File: src/rtl/rf_access_ctrl.sv
// Requester-side register-file controller: operand reads with forwarding from a writeback FIFO.
// Optional macro RF_ZERO_GUARD_EN makes register 0 read as zero and drops writebacks to it.
module rf_access_ctrl #(
    parameter int DATA_W   = 32,
    parameter int ADDR_W   = 5,
    parameter int WB_DEPTH = 2
) (
    input  logic                        clk,
    input  logic                        rst_n,
    input  logic                        op_valid,
    output logic                        op_ready,
    input  logic [ADDR_W-1:0]           op_rs,
    input  logic [ADDR_W-1:0]           op_rt,
    output logic                        opnd_valid,
    input  logic                        opnd_ready,
    output logic [DATA_W-1:0]           opnd_a,
    output logic [DATA_W-1:0]           opnd_b,
    input  logic                        wb_valid,
    output logic                        wb_ready,
    input  logic [ADDR_W-1:0]           wb_reg,
    input  logic [DATA_W-1:0]           wb_data,
    output logic [ADDR_W-1:0]           rr1,
    output logic [ADDR_W-1:0]           rr2,
    output logic [ADDR_W-1:0]           wr,
    output logic [DATA_W-1:0]           wd,
    output logic                        regwr,
    input  logic [DATA_W-1:0]           rd1,
    input  logic [DATA_W-1:0]           rd2,
    output logic [$clog2(WB_DEPTH):0]   wb_pending
);
    localparam int PTR_W = $clog2(WB_DEPTH);
    localparam int CNT_W = PTR_W + 1;

    typedef enum logic [1:0] {IDLE, ISSUE, CAPTURE, HOLD} state_t;
    typedef struct packed {
        logic [ADDR_W-1:0] rg;
        logic [DATA_W-1:0] data;
    } wb_ent_t;

    state_t            state, state_nxt;
    wb_ent_t           fifo [WB_DEPTH];
    logic [PTR_W-1:0]  rd_ptr, wr_ptr, idx;
    logic [CNT_W-1:0]  count;
    logic              full, empty, push, enq, pop;
    logic              wb_drop, zero_a, zero_b;
    logic              hit_a, hit_b, hit_a_nxt, hit_b_nxt;
    logic [DATA_W-1:0] fwd_a, fwd_b, fwd_a_nxt, fwd_b_nxt, sel_a, sel_b;

`ifdef RF_ZERO_GUARD_EN
    assign wb_drop = (wb_reg == '0);
    assign zero_a  = (rr1 == '0);
    assign zero_b  = (rr2 == '0);
`else
    assign wb_drop = 1'b0;
    assign zero_a  = 1'b0;
    assign zero_b  = 1'b0;
`endif

    assign full  = (count == CNT_W'(WB_DEPTH));
    assign empty = (count == '0);
    assign push  = wb_valid && wb_ready;
    assign enq   = push && !wb_drop;
    assign pop   = !empty;

    assign regwr      = !empty;
    assign wr         = empty ? '0 : fifo[rd_ptr].rg;
    assign wd         = empty ? '0 : fifo[rd_ptr].data;
    assign wb_pending = count;

    // FSM: state register
    always_ff @(posedge clk) begin
        if (!rst_n) state <= IDLE;
        else        state <= state_nxt;
    end

    // FSM: next state
    always_comb begin
        state_nxt = state;
        case (state)
            IDLE:    if (op_valid) state_nxt = ISSUE;
            ISSUE:   state_nxt = CAPTURE;
            CAPTURE: state_nxt = HOLD;
            HOLD:    if (opnd_ready) state_nxt = IDLE;
            default: state_nxt = IDLE;
        endcase
    end

    // FSM: outputs; the FIFO is frozen in ISSUE so the forwarding snapshot is exact
    always_comb begin
        op_ready   = (state == IDLE);
        opnd_valid = (state == HOLD);
        wb_ready   = !full && (state != ISSUE);
    end

    always_ff @(posedge clk) begin
        if (!rst_n) begin
            rd_ptr <= '0;
            wr_ptr <= '0;
            count  <= '0;
        end else begin
            if (enq) wr_ptr <= wr_ptr + 1'b1;
            if (pop) rd_ptr <= rd_ptr + 1'b1;
            count <= count + CNT_W'(enq) - CNT_W'(pop);
        end
    end

    always_ff @(posedge clk) begin
        if (enq) fifo[wr_ptr] <= '{rg: wb_reg, data: wb_data};
    end

    // Oldest-to-youngest scan; later matches override, so the youngest wins.
    // The head is included because the RF returns pre-write data on its commit edge.
    always_comb begin
        hit_a_nxt = 1'b0;
        hit_b_nxt = 1'b0;
        fwd_a_nxt = '0;
        fwd_b_nxt = '0;
        idx       = '0;
        for (int i = 0; i < WB_DEPTH; i++) begin
            idx = rd_ptr + PTR_W'(i);
            if (CNT_W'(i) < count) begin
                if (fifo[idx].rg == rr1) begin
                    hit_a_nxt = 1'b1;
                    fwd_a_nxt = fifo[idx].data;
                end
                if (fifo[idx].rg == rr2) begin
                    hit_b_nxt = 1'b1;
                    fwd_b_nxt = fifo[idx].data;
                end
            end
        end
    end

    assign sel_a = zero_a ? '0 : (hit_a ? fwd_a : rd1);
    assign sel_b = zero_b ? '0 : (hit_b ? fwd_b : rd2);

    always_ff @(posedge clk) begin
        if (!rst_n) begin
            rr1    <= '0;
            rr2    <= '0;
            hit_a  <= 1'b0;
            hit_b  <= 1'b0;
            fwd_a  <= '0;
            fwd_b  <= '0;
            opnd_a <= '0;
            opnd_b <= '0;
        end else begin
            if (state == IDLE && op_valid) begin
                rr1 <= op_rs;
                rr2 <= op_rt;
            end
            if (state == ISSUE) begin
                hit_a <= hit_a_nxt;
                hit_b <= hit_b_nxt;
                fwd_a <= fwd_a_nxt;
                fwd_b <= fwd_b_nxt;
            end
            if (state == CAPTURE) begin
                opnd_a <= sel_a;
                opnd_b <= sel_b;
            end
        end
    end
endmodule

File: config.mk
export PLATFORM = sky130hd
export DESIGN_NAME = rf_access_ctrl
export DESIGN_NICKNAME = d
export VERILOG_FILES = /design/src/rtl/rf_access_ctrl.sv
export SDC_FILE = /design/constraint.sdc
export NUM_CORES = 1
export LEC_CHECK = 0
export CORE_MARGIN = 4
export CORE_UTILIZATION = 40
export CTS_CLUSTER_DIAMETER = 40
export CTS_CLUSTER_SIZE = 24
export DETAILED_ROUTE_END_ITERATION = 6
export GPL_TIMING_DRIVEN = 1
export PLACE_DENSITY = 0.66
export SYNTH_ARGS = -nofsm -noshare
export SYNTH_HDL_FRONTEND = slang
export SYNTH_SLANG_ARGS = --single-unit
File: constraint.sdc
create_clock -name clk -period 9.6 [get_ports clk]
set_clock_uncertainty 0.1 [all_clocks]
set_input_delay 0.96 -clock clk [delete_from_list [all_inputs] [get_ports clk]]
set_output_delay 0.96 -clock clk [all_outputs]
set_load 0.02 [all_outputs]
# Word level (Yosys, flattened, before mapping)
# Memory sizes are Yosys's and may differ from the RTL's. A register that Yosys moved wholly into a read port is not among the register bits.
# Cells that the tools add are included.
# classes
add_sub_neg	4
n_lt_le_gt_ge	2
eq_ne	11
mux	27
n_reduce_logical	8
# ops
operator	count
$mux 32	11
$eq 5x5->1	4
$mux 1	12
$pmux 2 s4	1
$eq 2x2->1 const B	3
$mux 5	1
$logic_not 2->1	2
$lt 1x2->1 const A	2
$mux 2	2
$ne 2x1->1 const B	2
$logic_and 1x1->1	3
$add 1x1->1 const B	2
$add 2x1->2	1
$eq 2x1->1 const B	1
$logic_not 1->1	2
$ne 2x2->1 const B	1
$reduce_and 2->1	1
$sub 2x1->2	1
# totals
regBits	146
ramBits	74
inputBits	116
output_inout_bits	117
word_cells	65
mem_count	1
# mem_list
memory	depth	width	read_ports	rd_ports_with_merged_regs	write_ports	line_no	rtl
fifo	2	37	2	1	1	41	wb_ent_t fifo [WB_DEPTH];

# Longest topological paths before layout
# logic_depth
depth_word	6
depth_mapped	8
mapped_depth_nobuf	6

# Worst setup path before layout
# OpenSTA, ideal clock, no wires.
# synth_timing
kind	input port to flip-flop
from	input wb_valid
to	memory fifo[0][0] (netlist name) (enable)
setup_time_ns	0.480
t_arrival_ns	3.627
required_time_ns	9.020
setup_slack_ns	5.393
path_stages	2
n_path_buf	0
cell_sequence	nand2b_1 > nor3_1
# synth_between
elab_chain_cells	3
# synth_rtl
element	line_no	rtl
start, declared	18	input logic wb_valid,
$logic_and 1x1->1	61	assign push = wb_valid && wb_ready;
$mux 1	108	if (enq) fifo[wr_ptr] <= '{rg: wb_reg, data: wb_data};
$mux 1 (implied by the code)	108	
end, declared	41	
# Every way passes these cells.

==> metrics.yaml <==
run_status:
  status: "finished clean"
final_layout:
  fin_util_pct: 54.3
  final_nets: 1314
  fillers: 2301
  drive_gt1_share_pct: 12.5
  area_delta_synth_final_pct: 34.2
  insertedDiodeCount: 0
clocking:
  post_cts.repair.setup_buffers: 0
  max-clock-path-buffers: 3
  hold_buffers: 0
  htreeDepth: 2
  cts_sinks: 221
  cts_tree: "built"
  cts-root-buf: "clkbuf_16"
  cts_resized: 0
  clk_latency_ps: 500
  cts.clk_slew.worst_paths_ps: 60
  cts-buffers-inserted: 34
critical_path:
  slowest_stage: "dfxtp_2"
  worstRegToRegCells: 6
  path_class: "flip-flop to output port"
  critPathRequiredTime_ps: 8540
  r2r_slack_ps: 6710
  critPathMaxFanout: 20
  critPathBufInv: 2
  timing.rr.start: "rd_ptr$_SDFFE_PN0N_"
  critical_path.top_delay_family: "buffers and inverters"
  r2r-end: "fwd_a[24]$_SDFFE_PN0P_"
  cpPeakStageDelay_ps: 690
  path_cells: "buf_4 -> mux2i_1 -> nor2_1 -> clkdlybuf4s50_1"
  cp-end-kind: "output port"
  startpoint_type: "flip-flop"
  critical_path_arrival_ps: 2750
min_path:
  holdPathStages: 1
  worstHoldStart: "opnd_a[14]$_SDFFE_PN0P_"
  holdPathEnd: "opnd_a[14]$_SDFFE_PN0P_"
  min_path_type: "flip-flop to flip-flop"
yosys:
  synth_nets: 1124
  ys_seq_area_share_pct: 49.1
  synth_edf_count: 74
  syn_avg_cell_area_sq_um: 10.5
  synth.distinct_cells: 37
  synth.cell_area_sq_um: 10500
  ys_dominant_reg_cell: "dfxtp_1"
  yosys_warnings: 0
  ys_seq_elements: 221
  syn_inst: 1004
  ys_async_sr_fraction_pct: 0
timing:
  rsz0062_at_grt: "false"
  slew_viol_final: 0
  finalSetupViolations: 0
  holdWs_ps: 375
  min_period_ps: 3810
  tns_ps: 0
  max_freq_mhz: 262
  max_slew.worst_pin.slew_ps: 1130
  hold_violations: 0
  finalCritPeriodShare_pct: 39.7
  slew_headroom_pct: 24.8
power_and_ir_drop:
  vdd_drop_max_uv: 149
  p_per_area_nw_per_um2: 304
  clkPwrFrac_pct: 27.9
  p_int_w: 0.00266
  p_leak_nw: 5.02
  power.switching_w: 0.00163
  switching_share_pct: 37.9
  p_seq_share_pct: 36.3
  combinationalPowerShare_pct: 35.8
place:
  place.gp.congestion: 0.838
  portBuffers: 232
  place_hpwl_mm: 22.5
flow_run:
  drv_cap: 0
floorplan:
  die_y_um: 170
  coreArea_sq_um: 26000
  start_util_pct: 40.5
  dieArea_sq_um: 28900
  dieWidth_um: 170
  ios: 233
  rows: 59
drt:
  vias: 8639
  wl_mm: 33.7
  drtIter0Drc: 841
  ant_nets: 0
  drc: 0
  vias_per_cell: 5.56
  routedWlPerCell_um: 21.7
  dr.pass1.iters: 6
global_routing:
  first_global_vias: 8317
  antenna_found_initial: 2
  grt_util_all_layers_pct: 22.4
  grt-ovfl-total: 0
  grt_max_degree: 107
  grt_pass1_wl_mm: 50.7
[final cells by class]
class                   instances  area [sq um]  area share, %
clock buffers                  40           936           6.64
multi-input cells             687          4960           35.1
inverters                       4          15.0          0.106
repair buffers                246          2420           17.2
clock inverters                20           183           1.30
well taps                     335           419           2.97
flip-flops and latches        221          5170           36.7
[how the worst max path moves through the flow]
stage                   start              endpoint  slack, ps  cells past startpoint
floorplan            wb_valid  fifo[0][0]$_DFFE_PP_       5390                      2
global placement    flip-flop                 wd[1]       6330                      4
detailed placement  flip-flop                 wd[1]       6300                      4
CTS                 flip-flop                 wd[1]       5760                      4
global route        flip-flop                 wd[6]       5650                      4
finish              flip-flop                 wd[1]       5790                      4
[cell usage in the layout (no fill, tap or decap), drive strengths merged, types with 3 or more instances in the layout]
| master | count |
|---|---|
| edfxtp | 74 |
| a211oi | 60 |
| o21a | 3 |
| o211a | 64 |
| dfxtp | 147 |
| o21ai | 62 |
| nand3 | 62 |
| a21oi | 3 |
| xor2 | 10 |
| nor3 | 65 |
| clkinvlp | 6 |
| xnor2 | 11 |
| mux2i | 139 |
| and2 | 9 |
| clkbuf | 40 |
| nand2 | 120 |
| ha | 4 |
| clkinv | 4 |
| nor2 | 44 |
| nor2b | 5 |
| clkdlybuf4s50 | 231 |
| inv | 13 |
| a21boi | 10 |
| buf | 15 |
[stage by stage]
| stage | total power (W) | instance area (sq um) | std cells | setup WS [ps] |
|---|---|---|---|---|
| 2_1_floorplan | 0.00245 | 10500 | 1004 | 5390 |
| 3_3_place_gp | 0.00308 | 13000 | 1493 | 6330 |
| 3_5_place_dp | 0.00310 | 13000 | 1493 | 6300 |
| 4_1_cts | 0.00431 | 14100 | 1553 | 5760 |
| 5_1_grt | 0.00450 | 14100 | 1553 | 5650 |
| 6_report | 0.00429 | 14100 | 1553 | 5790 |
[power by group through the flow]
| stage | Combinational (W) | Clock [W] | Sequential (W) |
|---|---|---|---|
| finish | 0.00153 | 0.00120 | 0.00156 |
| global placement | 0.00151 | 0 | 0.00156 |
| floorplan | 0.000920 | 0 | 0.00153 |
| CTS | 0.00153 | 0.00122 | 0.00155 |
| global route | 0.00164 | 0.00126 | 0.00159 |
| detailed placement | 0.00153 | 0 | 0.00157 |
[sequential cells by signal (all words and copies together) (netlist names), named ones only]
| register | flops |
|---|---|
| fwd_b | 32 |
| wr_ptr | 1 |
| rr2 | 5 |
| rr1 | 5 |
| hit_b | 1 |
| wb_pending | 2 |
| fwd_a | 32 |
| opnd_b | 32 |
| hit_a | 1 |
| rd_ptr | 1 |
| state | 2 |
| opnd_a | 32 |
| fifo | 74 |
[worst register-to-register path, stage by stage (launching register included)]
cell and delay, ps:
dfxtp_2 430, mux2i_1 350, xor2_1 120, nand4_1 130
buf_4 410, o21a_2 1000, a211oi_1 180
[per-layer routing]
| layer | part of all wire, % | global-route usage [%] | vias to the layer above |
|---|---|---|---|
| met4 | 2.2 | 5.59 | 4 |
| met2 | 40 | 30.6 | 431 |
| met5 | 0.080 | 0 | - |
| met3 | 9.4 | 5.27 | 50 |
| met1 | 48 | 35.4 | 4102 |
| li1 | - | - | 4052 |
[synthesized netlist by cell type (2+ instances only)]
cell / count / share of area [%]
dfxtp_1: 147 / 28
mux2i_1: 136 / 13
nand2_1: 120 / 4.3
edfxtp_1: 74 / 21
o211a_1: 64 / 6.1
nor3_1: 63 / 3.0
clkbuf_1: 62 / 2.2
nand3_1: 62 / 3.0
o21ai_0: 62 / 3.0
a211oi_2: 58 / 6.9
nor2_1: 44 / 1.6
buf_2: 18 / 0.86
xnor2_1: 11 / 0.92
a21boi_0: 10 / 0.71
xor2_1: 10 / 0.83
and2_1: 9 / 0.54
buf_6: 7 / 0.75
nor2b_1: 5 / 0.30
buf_1: 4 / 0.14
ha_1: 4 / 0.48
inv_1: 4 / 0.14
a21oi_1: 3 / 0.14
mux2i_2: 3 / 0.39
o21a_1: 3 / 0.21
a211oi_1: 2 / 0.14
a311o_1: 2 / 0.19
a31o_2: 2 / 0.17
nand2b_1: 2 / 0.12
nand4_1: 2 / 0.12
nor3_2: 2 / 0.19
nor4_1: 2 / 0.12
o41ai_1: 2 / 0.17
[cells by family after synthesis]
logic type | count (synthesis) | synth area share, %
buffers and inverters | 96 | 4.18
adder cells (fa/ha/maj) | 4 | 0.476
AND/OR/NAND/NOR | 314 | 13.4
XOR/XNOR | 21 | 1.75
flip-flops | 221 | 49.1
multiplexers | 139 | 13.3
AO/OA/AOI/OAI | 209 | 17.8
Power figures use the tool's default switching activity.
